$ cat src/rtl/seq_stream_pkg.sv
// Shared types and constants for the serial sequence stream blocks.
package seq_stream_pkg;

  localparam int unsigned SEQ_WIDTH = 8;

  typedef enum logic {
    IDLE,
    SHIFT
  } ser_state_t;

endpackage

$ cat src/rtl/sequence_serializer.sv
// Parallel-to-serial converter with a one-word hold buffer. Emits a
// registered bit stream with bit_valid/word_start qualifiers and holds
// the current bit while enable is low.
module sequence_serializer
  import seq_stream_pkg::*;
#(
  parameter int unsigned WIDTH     = SEQ_WIDTH,
  parameter bit          MSB_FIRST = 1'b1
) (
  input  logic             clock,
  input  logic             reset,
  input  logic [WIDTH-1:0] data_in,
  input  logic             data_valid,
  output logic             data_ready,
  input  logic             enable,
  output logic             sequence_out,
  output logic             bit_valid,
  output logic             word_start,
  output logic             idle
);

  localparam int unsigned    IW   = (WIDTH > 1) ? $clog2(WIDTH) : 1;
  localparam logic [IW-1:0]  LAST = IW'(WIDTH - 1);

  ser_state_t       r_state;
  logic [WIDTH-1:0] r_shift;
  logic [WIDTH-1:0] r_hold;
  logic             r_hold_full;
  logic [IW-1:0]    r_idx;
  logic             r_seq_out;
  logic             r_bit_valid;
  logic             r_word_start;

  logic             w_accept;
  logic             w_last;

  // Select the k-th emitted bit of a word according to the bit order.
  function automatic logic pick(input logic [WIDTH-1:0] w, input logic [IW-1:0] k);
    logic [IW-1:0] pos;
    pos = MSB_FIRST ? (LAST - k) : k;
    return w[pos];
  endfunction

  // Handshake and finishing-bit decode from registered state.
  always_comb begin
    data_ready = ~r_hold_full;
    idle       = (r_state == IDLE) & ~r_hold_full;
    w_accept   = data_valid & ~r_hold_full;
    w_last     = (r_state == SHIFT) & enable & (r_idx == LAST);
  end

  // Serializer FSM: shift/hold storage and registered serial outputs.
  always_ff @(posedge clock) begin
    if (reset) begin
      r_state      <= IDLE;
      r_shift      <= '0;
      r_hold       <= '0;
      r_hold_full  <= 1'b0;
      r_idx        <= '0;
      r_seq_out    <= 1'b0;
      r_bit_valid  <= 1'b0;
      r_word_start <= 1'b0;
    end else begin
      case (r_state)
        IDLE: begin
          if (w_accept) begin
            r_shift      <= data_in;
            r_idx        <= '0;
            r_seq_out    <= pick(data_in, '0);
            r_bit_valid  <= 1'b1;
            r_word_start <= 1'b1;
            r_state      <= SHIFT;
          end
        end
        SHIFT: begin
          if (enable) begin
            if (r_idx == LAST) begin
              // Next word comes from hold first; a same-cycle acceptance
              // can only happen when hold is empty.
              if (r_hold_full) begin
                r_shift      <= r_hold;
                r_hold_full  <= 1'b0;
                r_idx        <= '0;
                r_seq_out    <= pick(r_hold, '0);
                r_word_start <= 1'b1;
              end else if (w_accept) begin
                r_shift      <= data_in;
                r_idx        <= '0;
                r_seq_out    <= pick(data_in, '0);
                r_word_start <= 1'b1;
              end else begin
                r_idx        <= '0;
                r_seq_out    <= 1'b0;
                r_bit_valid  <= 1'b0;
                r_word_start <= 1'b0;
                r_state      <= IDLE;
              end
            end else begin
              r_idx        <= r_idx + 1'b1;
              r_seq_out    <= pick(r_shift, r_idx + 1'b1);
              r_word_start <= 1'b0;
            end
          end
          if (w_accept && !w_last) begin
            r_hold      <= data_in;
            r_hold_full <= 1'b1;
          end
        end
        default: r_state <= IDLE;
      endcase
    end
  end

  assign sequence_out = r_seq_out;
  assign bit_valid    = r_bit_valid;
  assign word_start   = r_word_start;

endmodule
$ cat config.mk
export PLATFORM = sky130hd
export DESIGN_NAME = sequence_serializer
export DESIGN_NICKNAME = d
export VERILOG_FILES = /design/src/rtl/seq_stream_pkg.sv /design/src/rtl/sequence_serializer.sv
export SDC_FILE = /design/constraint.sdc
export NUM_CORES = 1
export LEC_CHECK = 0
export BUFFER_PORTS_ARGS = -buffer_cell sky130_fd_sc_hd__buf_2
export CAP_MARGIN = 20
export CORE_ASPECT_RATIO = 1.1
export CORE_MARGIN = 1.5
export CORE_UTILIZATION = 50
export DETAILED_ROUTE_END_ITERATION = 7
export HOLD_SLACK_MARGIN = 0.12
export PLACE_DENSITY = 0.74
export SLEW_MARGIN = 20
export SYNTH_ARGS = -nofsm -noshare
export SYNTH_HDL_FRONTEND = slang
export SYNTH_SLANG_ARGS = --single-unit
$ cat constraint.sdc
create_clock -name clock -period 2.3 [get_ports clock]
set_clock_uncertainty 0.2 [all_clocks]
set_input_delay 0.23 -clock clock [delete_from_list [all_inputs] [get_ports clock]]
set_output_delay 0.23 -clock clock [all_outputs]
set_load 0.02 [all_outputs]
# Yosys cells after proc, flatten, opt, wreduce, memory -nomap -nowiden
# Index checks and enable logic that the tools add are counted.
word_totals:
  reg_bits: 24
  latchBits: 0
  mem_bits_rw: 0
  rom_bits: 0
  input_bits: 12
  output_inout_bits: 5
  word_cells: 66
  n_memories: 0
classes:
  n_addsub: 2
  n_mul: 0
  div: 0
  magnitude_cmp: 1
  eq_ne: 6
  n_shift: 0
  mux: 34
  bitwise_logic: 6
  n_reduce_logical: 9
op_table:
  columns: ["cell", "n"]
  rows:
  - ["$mux 8", 4]
  - ["$mux 1", 20]
  - ["$pmux 8 s2", 1]
  - ["$mux 3", 3]
  - ["$ne 2x2->1 const B", 4]
  - ["$pmux 1 s2", 4]
  - ["$pmux 3 s2", 1]
  - ["$reduce_and 2->1", 3]
  - ["$reduce_and 5->1", 1]
  - ["$and 1x1->1", 4]
  - ["$lt 3x4->1 const B", 1]
  - ["$reduce_bool 2->1", 2]
  - ["$add 3x1->3 const B", 1]
  - ["$bmux 1 s3", 1]
  - ["$eq 3x3->1 const B", 1]
  - ["$reduce_and 3->1", 1]
  - ["$sub 3x3->3 const A", 1]
  - ["$ne 2x1->1 const B", 1]
  - ["$not 1->1", 2]
  - ["$logic_and 1x1->1", 1]
  - ["$logic_not 1->1", 1]

# Longest topological paths before layout
# Gate-level depths: netlist of the first run.
depth:
  depth_word: 7
  mapped_depth: 8

# Worst setup path before layout of the first run
# OpenSTA, ideal clock, no wires.
synth_timing:
  path_kind: "register -> register"
  startpoint: "reg r_idx[0]"
  endpoint: "reg r_seq_out (netlist: sequence_out)"
  arrival_time_ps: 1943
  slack_ps: 70
  path_stages_with_launch: 7
  path_buffers: 0
  period_less_slack_ps: 2230
  cell_sequence: "dfxtp_1 -> ha_1 -> ha_1 -> mux4_2 -> nor2_1 -> or4b_4 -> a221oi_2"
synth_via:
  elab_chain_len: 7
  elab_cells_between_ends: 8
  cone_classes: "2 x add/sub; 1 x eq/ne; 5 x mux"
synth_rtl:
  columns: ["item", "line", "source"]
  rows:
  - ["start: declaration", "sequence_serializer.sv:29", "logic [IW-1:0] r_idx;"]
  - ["start signal: assignment", "sequence_serializer.sv:99", "r_idx <= r_idx + 1'b1;"]
  - ["$add 3x1->3", "sequence_serializer.sv:100", "r_seq_out <= pick(r_shift, r_idx + 1'b1);"]
  - ["$sub 3x3->3", "sequence_serializer.sv:40", "pos = MSB_FIRST ? (LAST - k) : k;"]
  - ["$bmux 1 s3", "sequence_serializer.sv:41", "return w[pos];"]
  - ["$mux 1 (not written as such)", "sequence_serializer.sv:41", null]
  - ["$mux 1 *", "sequence_serializer.sv:77", "if (r_idx == LAST) begin"]
  - ["$mux 1 *", "sequence_serializer.sv:76", "if (enable) begin"]
  - ["$pmux 1 s2 *", "sequence_serializer.sv:64", "case (r_state)"]
  - ["end signal: assignment", "sequence_serializer.sv:69", "r_seq_out <= pick(data_in, '0);"]
  - ["end signal: assignment", "sequence_serializer.sv:84", "r_seq_out <= pick(r_hold, '0);"]
  - ["end signal: assignment", "sequence_serializer.sv:89", "r_seq_out <= pick(data_in, '0);"]
  - ["end: declaration", "sequence_serializer.sv:30", "logic r_seq_out;"]
# Every way passes the cells marked *; elsewhere a longest branch is shown, timed or not. The select of a mux whose other input is x is not followed.
# A chain may end at the register's enable or synchronous reset.

# Worst setup path in the final report of the first run
# Same ends and word-level chain as after synthesis.

==> impl_results.md, run 1 <==
* Status: complete, no violations
* WHS Path Cells at 2
* Flop pwr share at 0.496
* Die ar. at 2680 µm²
* Max-cap violations at 0
* Overall track demand over capacity in global routing at 0.228
* Clk pwr share at 0.326
* TritonCTS clock tree: built
* Residual DRC at 0
* Lkg Pwr at 0.568 nW
* Share of post-route cells with drive strength above 1 at 0.193
* Number of antenna diodes at 0
* Number of distinct library cells after synthesis at 32
* Cells after Synth at 136
* Hold Path Origin: r_idx[1]$_SDFFE_PP0P_
* Net load switching power at 251 µW
* Crit path kind: register to register
* Top Ports at 17
* Share of the yosys chip area belonging to registers at 0.404
* R2r worst-path depth at 6
* Slew at the pin closest to its max-slew limit at 0.692 ns
* Number of antenna violations at the first check in global routing at 0
* Count of endpoints failing setup in the final report at 0
* Vertical die dimension at 54.2 µm
* Number of buffers added by the clock tree synthesis step at 3
* Switching fraction of total power at 0.264
* RSZ-0062 raised after global routing: no
* Worst setup path startpoint: r_idx[0]$_SDFFE_PP0P_
* Setup TNS at 0 ns
* Sinks on Clock Net at 24
* Crit share post-route at 0.965
* DR WL/cell at 14.6 µm
* Final antenna-violating net count at 0
* First-pass DRT Iterations at 4
* Synthesized area per cell at 8.75 µm²
* Post-DP Area at 1290 µm²
* Fin area at 1470 µm²
* Max Fanout on Critical Path at 4
* Cell Int Power at 701 µW
* First-pass GRT wire length at 4540 µm
* Clock transition at the registers of the reported paths at 0.14 ns
* Number of filler instances in the final layout at 197
* Worst path arrival time at 2.27 ns
* Number of hold violations in the final report at 0
* Crit. End Element: register
* Worst setup endpoint: sequence_out$_SDFFE_PP0P_
* Worst r2r src: r_idx[0]$_SDFFE_PP0P_
* Synth Net Count at 150
* Clk Tree Root Cell: clkbuf_4
* Element type at the critical path start: register
* Pins Over Slew Limit at 0
* Std-Cell Core Area at 2250 µm²
* Port bufs at 16
* Register-to-register path setup slack at 0.08 ns
* Final weighted congestion in routability-driven placement at 0.837
* Insertion delay of the later-clocked pin in the worst-skew pair at 0.32 ns
* Worst voltage drop across the vdd grid at 492 µV
* Die extent in x at 49.5 µm
* Pwr Density at 650 nW/µm²
* Deepest level of the CTS H-tree at 1
* Post-CTS setup-driven buffer insertion count at 0
* Gate power share at 0.177
* Flip-flop and latch count after synthesis at 24
* Relative slew slack at 0.538
* Summed instance area of the synthesized netlist at 1190 µm²
* Initial core utilization at 0.528
* Half-perimeter wire length after detailed placement at 1830 µm
* Maximum clock frequency at 451 MHz
* Number of global-route vias before repair at 1040
* Average vias per placed instance at 5.77
* Number of warnings reported in the yosys synthesis log at 0
* Violation count after the first detailed-route iteration at 21
* Number of rows in the core area at 18
* Final net count at 176
* Maximum number of pins on one net before global-route repair at 25
* Detailed-route wire length at 2780 µm
* Path category of the worst min-delay check: register to register
* Post-route minimum period at 2.22 ns
* Buffer depth of the longest clock path at 2
* Critical Path RT at 2.35 ns
* Overall overflow remaining after global route at 0
* R2r endpoint: sequence_out$_SDFFE_PP0P_
* Via Count at 1102
* Layout overhead on the synthesized area at 23.1%
==> power by group through the flow <==
| stage | Clock [mW] | Combinational, mW | Sequential, mW |
|---|---|---|---|
| 6_report | 0.311 | 0.169 | 0.472 |
| 5_1_grt | 0.333 | 0.185 | 0.477 |
| 4_1_cts | 0.315 | 0.168 | 0.472 |
| 3_5_place_dp | 0 | 0.153 | 0.480 |
| 3_3_place_gp | 0 | 0.145 | 0.479 |
| 2_1_floorplan | 0 | 0.110 | 0.473 |
==> cell usage in the layout, fill, tap and decap left out, types with 2 or more instances in the layout <==
master / n
a211o_1: 2
a211oi_1: 3
a21o_1: 2
a21oi_1: 9
a311oi_1: 8
buf_2: 16
buf_4: 5
clkbuf_4: 3
dfxtp_1: 24
dlygate4sd3_1: 11
inv_1: 2
mux2_2: 2
mux2i_1: 9
nand2_1: 14
nand2b_1: 3
nand3_1: 7
nor2_1: 22
o21ai_0: 2
o221ai_1: 2
==> cell usage after synthesis <==
| cell | count | share of area |
|---|---|---|
| mux2i_1 | 9 | 0.076 |
| inv_1 | 2 | 0.0063 |
| nand2_1 | 14 | 0.044 |
| dfxtp_1 | 24 | 0.40 |
| o22ai_1 | 1 | 0.0053 |
| a211o_1 | 2 | 0.015 |
| a211oi_1 | 3 | 0.019 |
| clkbuf_1 | 7 | 0.022 |
| o221ai_1 | 2 | 0.015 |
| nand3_1 | 7 | 0.029 |
| mux2_2 | 2 | 0.019 |
| a221oi_1 | 1 | 0.0074 |
| nand2b_1 | 3 | 0.016 |
| buf_6 | 1 | 0.0095 |
| and4_1 | 1 | 0.0074 |
| or4b_4 | 1 | 0.012 |
| o31ai_1 | 1 | 0.0063 |
| buf_2 | 2 | 0.0084 |
| a21o_1 | 2 | 0.013 |
| a221oi_2 | 1 | 0.013 |
| buf_4 | 1 | 0.0063 |
| mux4_2 | 1 | 0.019 |
| a311oi_1 | 8 | 0.059 |
| a32oi_1 | 1 | 0.0074 |
| nor2b_1 | 1 | 0.0053 |
| nor4b_1 | 1 | 0.0074 |
| o21ai_0 | 2 | 0.0084 |
| ha_1 | 2 | 0.021 |
| nand4b_1 | 1 | 0.0074 |
| a21oi_1 | 9 | 0.038 |
| o21a_1 | 1 | 0.0063 |
| nor2_1 | 22 | 0.069 |
==> metal layers <==
metal	part of all wire	GRT usage
met5	0	0
met1	0.44	0.261
met3	0.031	0.0361
met4	0.015	0.111
met2	0.52	0.423
==> what timing repair did <==
item,CTS,global route
endpoints found under the setup margin,0,1
hold endpoints to repair,19,0
hold buffers,11,0
gates resized for setup,0,1
==> cells by family (layout without fill, tap and decap cells) <==
logic type / count (synthesis) / count (layout) / share of synthesized area
AO/OA/AOI/OAI: 34 / 34 / 0.211
adder cells (fa/ha/maj): 2 / 2 / 0.0210
buffers and inverters: 13 / 38 / 0.0526
flip-flops: 24 / 24 / 0.404
multiplexers: 12 / 12 / 0.114
AND/OR/NAND/NOR: 51 / 51 / 0.198
==> registers in the layout, summed over array words and instances, names as in the netlist <==
register,flops
r_hold,8
word_start,1
bit_valid,1
r_hold_full,1
r_shift,8
sequence_out,1
r_state,1
r_idx,3
==> through the flow <==
stage          power (mW)  utilization  setup WS (ns)  hold WS, ns  instances
2_1_floorplan       0.584            -         0.0702       0.0962        136
3_3_place_gp        0.624        0.573         0.0880        0.245        176
3_5_place_dp        0.633        0.573         0.0179        0.256        176
4_1_cts             0.955        0.645        0.00574        0.276        191
5_1_grt             0.995        0.651         0.0131        0.277        191
6_report            0.952        0.651         0.0813        0.278        191
==> final cells by class <==
type	count	area [µm²]	share of cell area
clock buffers	3	22.5	0.0154
well taps	30	37.5	0.0256
inverters	2	7.51	0.00512
flip-flops and latches	24	480	0.328
multi-input cells	99	659	0.450
repair buffers	32	228	0.155
clock inverters	1	30.0	0.0205
==> worst min path at each step <==
stage / endpoint
2_1_floorplan: sequence_out$_SDFFE_PP0P_
3_3_place_gp: r_idx[1]$_SDFFE_PP0P_
3_5_place_dp: r_idx[1]$_SDFFE_PP0P_
4_1_cts: r_idx[1]$_SDFFE_PP0P_
5_1_grt: r_idx[1]$_SDFFE_PP0P_
6_report: r_idx[1]$_SDFFE_PP0P_
==> worst max-delay path, cell delays in order, from the launching register on <==
cell and delay [ns]:
dfxtp_1 0.35, ha_1 0.23, ha_4 0.24, mux4_2 0.32, nor2_1 0.04, or4b_4 0.51
a221oi_2 0.25
Power figures use the tool's default switching activity.
==> inputs of run 2 (changes only) <==
--- a/config.mk
+++ b/config.mk
@@ -5,14 +5,16 @@
 export SDC_FILE = /design/constraint.sdc
 export NUM_CORES = 1
 export LEC_CHECK = 0
+export ABC_AREA = 1
+export ABC_CLOCK_PERIOD_IN_PS = 2300
 export BUFFER_PORTS_ARGS = -buffer_cell sky130_fd_sc_hd__buf_2
 export CAP_MARGIN = 20
 export CORE_ASPECT_RATIO = 1.1
 export CORE_MARGIN = 1.5
-export CORE_UTILIZATION = 50
+export CORE_UTILIZATION = 49
 export DETAILED_ROUTE_END_ITERATION = 7
 export HOLD_SLACK_MARGIN = 0.12
-export PLACE_DENSITY = 0.74
+export PLACE_DENSITY = 0.73
 export SLEW_MARGIN = 20
 export SYNTH_ARGS = -nofsm -noshare
 export SYNTH_HDL_FRONTEND = slang
==> run 2 against run 1 <==
  * Worst setup slack improved by 0.14 ns
  * Non-clock buffer count fell by 3
  * First-iteration DRC count rose by 38%
  * Die area fell by 3.1%
  * Combinational power rose by 11%
  * Largest power group unchanged
==> impl_results.md, run 2 <==
* Share of post-route cells with drive strength above 1 at 0.163
* Initial core utilization at 0.511
* Path category of the worst min-delay check: register to register
* Cells after Synth at 161
* Worst voltage drop across the vdd grid at 441 µV
* Relative slew slack at 0.613
* Post-synth EDFFs at 0
* Insertion delay of the later-clocked pin in the worst-skew pair at 0.31 ns
* Deepest level of the CTS H-tree at 1
* Lkg Pwr at 0.633 nW
* Number of rows in the core area at 18
* WHS Path Cells at 2
* Setup TNS at 0 ns
* Maximum clock frequency at 481 MHz
* Sinks on Clock Net at 24
* Number of distinct library cells after synthesis at 21
* DR WL/cell at 10.9 µm
* Area contributors post-synth: dfxtp_1, nand2_1, a21oi_1
* Top Ports at 17
* Buffer depth of the longest clock path at 2
* Via Count at 1085
* Status: complete, no violations
* Final weighted congestion in routability-driven placement at 0.834
* Critical Path RT at 2.31 ns
* Count of endpoints failing setup in the final report at 0
* Share of the yosys chip area belonging to registers at 0.426
* Vertical die dimension at 53.3 µm
* TritonCTS clock tree: built
* Pins Over Slew Limit at 0
* Violation count after the first detailed-route iteration at 29
* Residual DRC at 0
* Number of antenna diodes at 0
* Area of combinational cells with multiple inputs at 537 µm²
* Synth Net Count at 175
* Clk Tree Root Cell: clkbuf_4
* Largest registers: r_hold (8), r_shift (8), r_idx (3)
* Port bufs at 16
* Synthesized area per cell at 7.00 µm²
* R2r worst-path depth at 8
* Final net count at 205
* Worst path arrival time at 2.09 ns
* Crit share post-route at 0.904
* Post-synth top cells: nand2_1, dfxtp_1, a21oi_1, inv_1, o21ai_0
* Die ar. at 2600 µm²
* Detailed-route wire length at 2400 µm
* Post-route minimum period at 2.08 ns
* Register-to-register path setup slack at 0.22 ns
* Std-Cell Core Area at 2210 µm²
* Layout overhead on the synthesized area at 22.2%
* Fraction of registers with async set or reset after synthesis at 0
* Leading cell types in the layout, fill and taps excluded: nand2_1, dfxtp_1, inv_1, a21oi_1, buf_2
* Clock transition at the registers of the reported paths at 0.13 ns
* Portion of synthesized cell area occupied by the leading cell type at 0.426
* Max Fanout on Critical Path at 7
* Average vias per placed instance at 4.93
* Number of warnings reported in the yosys synthesis log at 0
* Area used by sequential logic in the layout at 480 µm²
* Slew at the pin closest to its max-slew limit at 0.580 ns
* Summed instance area of the synthesized netlist at 1130 µm²
* Half-perimeter wire length after detailed placement at 1690 µm
* Pwr Density at 634 nW/µm²
* Number of hold violations in the final report at 0
* Overall overflow remaining after global route at 0
* Overall track demand over capacity in global routing at 0.195
* Most common cell after layout, fill and taps aside: nand2_1
* Top-count cell post-synth: nand2_1
* Final antenna-violating net count at 0
* Number of buffers added by the clock tree synthesis step at 3
* Crit path kind: register to register
* Flip-flop and latch count after synthesis at 24
* Power consumption at 873 µW
* Max-cap violations at 0
* First-pass DRT Iterations at 4
* Element type at the critical path start: register
* Crit. End Element: register
* Largest area contributor in the netlist: dfxtp_1
* RSZ-0062 raised after global routing: no
* Die extent in x at 48.7 µm
* Number of filler instances in the final layout at 223
* Post-CTS setup-driven buffer insertion count at 0
* Number of antenna violations at the first check in global routing at 0
* Maximum number of pins on one net before global-route repair at 16
* Number of global-route vias before repair at 937
* Most used DFF post-synth: dfxtp_1
* First-pass GRT wire length at 3890 µm
[run 2: cell types whose count changed after synthesis, moves of 6 or more]
cell      delta
a21oi_1     +10
a311oi_1     -8
clkbuf_1     -6
inv_1       +17
mux2i_1      -9
nand2_1     +35
nor2_1      -13
o21ai_0      +9
[run 2: cell type report]
cell class | instances | share of cell area
tap | 30 | 0.0272
timing repair buffer | 29 | 0.151
multi-input combinational | 112 | 0.390
inverter | 21 | 0.0572
sequential | 24 | 0.349
clock buffer | 4 | 0.0263
[run 2: per-layer routing]
metal / routed length [µm] / track usage / vias to the layer above / part of all wire
met5: 0 / 0 / - / 0
met4: 23 / 0.0667 / 0 / 0.0096
met3: 53 / 0.0367 / 4 / 0.022
met2: 1170 / 0.349 / 13 / 0.49
met1: 1160 / 0.236 / 489 / 0.48
li1: - / - / 579 / -
[run 2: stage by stage]
step                utilization  cell area, µm²  hold WS, ns  setup slack, ns  cells
finish                    0.624            1380        0.267            0.221    220
global route              0.624            1380        0.287            0.102    220
CTS                       0.624            1380        0.269            0.249    220
detailed placement        0.553            1220        0.251            0.356    204
global placement          0.553            1220        0.246            0.421    204
floorplan                     -            1130        0.106            0.639    161
[run 2: repair_timing]
action	CTS	global route
hold endpoints to repair	15	0
resized for setup	0	0
hold buffers	12	0
[run 2: where the power goes]
part           switching [mW]  leakage [nW]  internal [mW]
clock network           0.121        0.0210         0.0966
registers              0.0192         0.197          0.450
logic                   0.113         0.415         0.0739
total                   0.253         0.633          0.620
[run 2: logic make-up after synthesis]
logic type | Yosys count | share of synthesized area
simple gates | 70 | 0.252
compound gates | 40 | 0.202
buf+inv | 25 | 0.0977
flops | 24 | 0.426
fa+ha+maj | 2 | 0.0222
[run 2: critical path: stages (launching register included)]
cell	delay [ns]
dfxtp_1	0.47
ha_1	0.19
ha_1	0.21
nand2_1	0.11
inv_1	0.09
nand2_1	0.05
nand2_1	0.05
a21oi_1	0.05
dlygate4sd3_1	0.56
[run 2: worst paths after layout]
path | start | to
worst min-delay path | r_hold[3]$_SDFFE_PP0P_ | r_hold[3]$_SDFFE_PP0P_
worst min register to register | r_hold[3]$_SDFFE_PP0P_ | r_hold[3]$_SDFFE_PP0P_
worst max register to register | r_idx[0]$_SDFFE_PP0P_ | bit_valid$_SDFFE_PP0P_
worst max-delay path | r_idx[0]$_SDFFE_PP0P_ | bit_valid$_SDFFE_PP0P_
==> inputs of run 3 (changes only) <==
--- a/config.mk
+++ b/config.mk
@@ -11,10 +11,9 @@
 export CAP_MARGIN = 20
 export CORE_ASPECT_RATIO = 1.1
 export CORE_MARGIN = 1.5
-export CORE_UTILIZATION = 49
+export CORE_UTILIZATION = 38
 export DETAILED_ROUTE_END_ITERATION = 7
 export HOLD_SLACK_MARGIN = 0.12
-export PLACE_DENSITY = 0.73
 export SLEW_MARGIN = 20
 export SYNTH_ARGS = -nofsm -noshare
 export SYNTH_HDL_FRONTEND = slang
==> run 3 against run 2 <==
  * Maximum frequency is 3.6% higher
  * Routed wire length is 3.9% lower
  * Non-clock buffer count stayed put
  * First-iteration DRC count is 55% lower
  * Via count is 3.8% lower
  * Largest cell class unchanged
==> impl_results.md, run 3 (synthesized netlist as in run 2, its figures left out) <==
* Setup TNS at 0 ns
* Post-cts sizing count at 0
* Maximum number of pins on one net before global-route repair at 16
* Detailed-route wire length at 2310 µm
* Top Family by Delay on Critical Path: buffers and inverters
* Final weighted congestion in routability-driven placement at 0.843
* Crit share post-route at 0.872
* Number of hold violations in the final report at 0
* Crit. End Element: register
* Overall track demand over capacity in global routing at 0.157
* Clock transition at the registers of the reported paths at 0.14 ns
* Maximum cell stage delay along the critical path at 0.56 ns
* Violation count after the first detailed-route iteration at 13
* Number of placed instances with taps included at 207
* TritonCTS clock tree: built
* Final antenna-violating net count at 0
* Buffer depth of the longest clock path at 2
* Layout overhead on the synthesized area at 22.5%
* Max-cap violations at 0
* Post-route minimum period at 2.01 ns
* Critical Path RT at 2.32 ns
* Half-perimeter wire length after detailed placement at 1750 µm
* Most common cell after layout, fill and taps aside: nand2_1
* RSZ-0062 raised after global routing: no
* Critical-path cell list: ha_1 > ha_1 > nand2_1 > inv_1 > nand2_1 > nand2_1 > a21oi_1 > dlygate4sd3_1
* Residual DRC at 0
* Lkg Pwr at 0.633 nW
* Initial core utilization at 0.402
* Slowest stage cell on the critical path: dlygate4sd3_1
* Sinks on Clock Net at 24
* Die ar. at 3300 µm²
* Largest registers: r_hold (8), r_shift (8), r_idx (3)
* Clk Tree Root Cell: clkbuf_4
* Share of post-route cells with drive strength above 1 at 0.163
* Worst path most repeated cell: nand2_1
* Vertical die dimension at 60.1 µm
* Die extent in x at 54.9 µm
* Maximum clock frequency at 498 MHz
* Pwr Density at 633 nW/µm²
* Status: complete, no violations
* Path category of the worst min-delay check: register to register
* Std-Cell Core Area at 2800 µm²
* Final net count at 205
* Number of buffers added by the clock tree synthesis step at 3
* Via Count at 1044
* Top Ports at 17
* Number of filler instances in the final layout at 296
* Leading cell types in the layout, fill and taps excluded: nand2_1, dfxtp_1, inv_1, a21oi_1, buf_2
* First-pass DRT Iterations at 4
* First-pass GRT wire length at 3860 µm
* Pins Over Slew Limit at 0
* Crit path kind: register to register
* DR WL/cell at 10.4 µm
* Number of antenna violations at the first check in global routing at 0
* Relative slew slack at 0.622
* Buffers plus inverters on the worst setup path at 2
* Number of antenna diodes at 0
* Number of global-route vias before repair at 937
* Worst path arrival time at 2.03 ns
* Max Fanout on Critical Path at 7
* Final non-filler cell total at 223
* Overall overflow remaining after global route at 0
* Count of endpoints failing setup in the final report at 0
* Deepest level of the CTS H-tree at 1
* Insertion delay of the later-clocked pin in the worst-skew pair at 0.31 ns
* Number of rows in the core area at 20
* Element type at the critical path start: register
* Slew at the pin closest to its max-slew limit at 0.567 ns
* Average vias per placed instance at 4.68
* Worst voltage drop across the vdd grid at 404 µV
* Port bufs at 16
==> run 3: worst register-to-register path, delay by kind of cell (launching register included) <==
kind | cells | cell delay [ns]
compound gates | 1 | 0.05
fa+ha+maj | 2 | 0.39
flops | 1 | 0.45
simple gates | 3 | 0.19
buf+inv | 2 | 0.64
==> run 3: final cells by class <==
class                   count  area [µm²]  share of cell area
multi-input cells         112         537               0.389
flip-flops and latches     24         480               0.348
repair buffers             29         208               0.150
inverters                  21        78.8              0.0571
well taps                  33        41.3              0.0299
clock buffers               4        36.3              0.0263
==> run 3: per-layer routing <==
metal / up-vias / GRT usage / routed length (µm)
li1: 580 / - / -
met1: 451 / 0.206 / 1110
met2: 11 / 0.255 / 1140
met3: 2 / 0.0225 / 43
met4: 0 / 0.0627 / 20
met5: - / 0 / 0
==> run 3: where the power goes <==
part	leakage (nW)	switching, mW	internal (mW)
clock network	0.0210	0.124	0.0966
registers	0.197	0.0183	0.450
logic	0.415	0.111	0.0739
total	0.633	0.254	0.620
==> run 3: final timing paths <==
check | startpoint | endpoint | slack (ns) | cells after the start
worst min register to register | r_shift[2]$_SDFFE_PP0P_ | r_shift[2]$_SDFFE_PP0P_ | 0.27 | 2
worst max-delay path | r_idx[0]$_SDFFE_PP0P_ | bit_valid$_SDFFE_PP0P_ | 0.29 | 8
worst max register to register | r_idx[0]$_SDFFE_PP0P_ | bit_valid$_SDFFE_PP0P_ | 0.29 | 8
worst min-delay path | r_shift[2]$_SDFFE_PP0P_ | r_shift[2]$_SDFFE_PP0P_ | 0.27 | 2
==> run 3: what timing repair did <==
action                                 in CTS  in global routing
hold buffers                               12                  0
setup buffers                               0                  0
endpoints found under the hold margin      20                  0
==> run 3: per-stage QoR <==
stage               instance area, µm²   util  power (mW)  hold slack, ns  worst slack (ns)
finish                            1380  0.493       0.874           0.268             0.294
global route                      1380  0.493       0.926           0.287             0.126
CTS                               1380  0.493       0.889           0.269             0.295
floorplan                         1130      -       0.603           0.106             0.639
global placement                  1220  0.437       0.645           0.245             0.420
detailed placement                1220  0.437       0.648           0.249             0.363
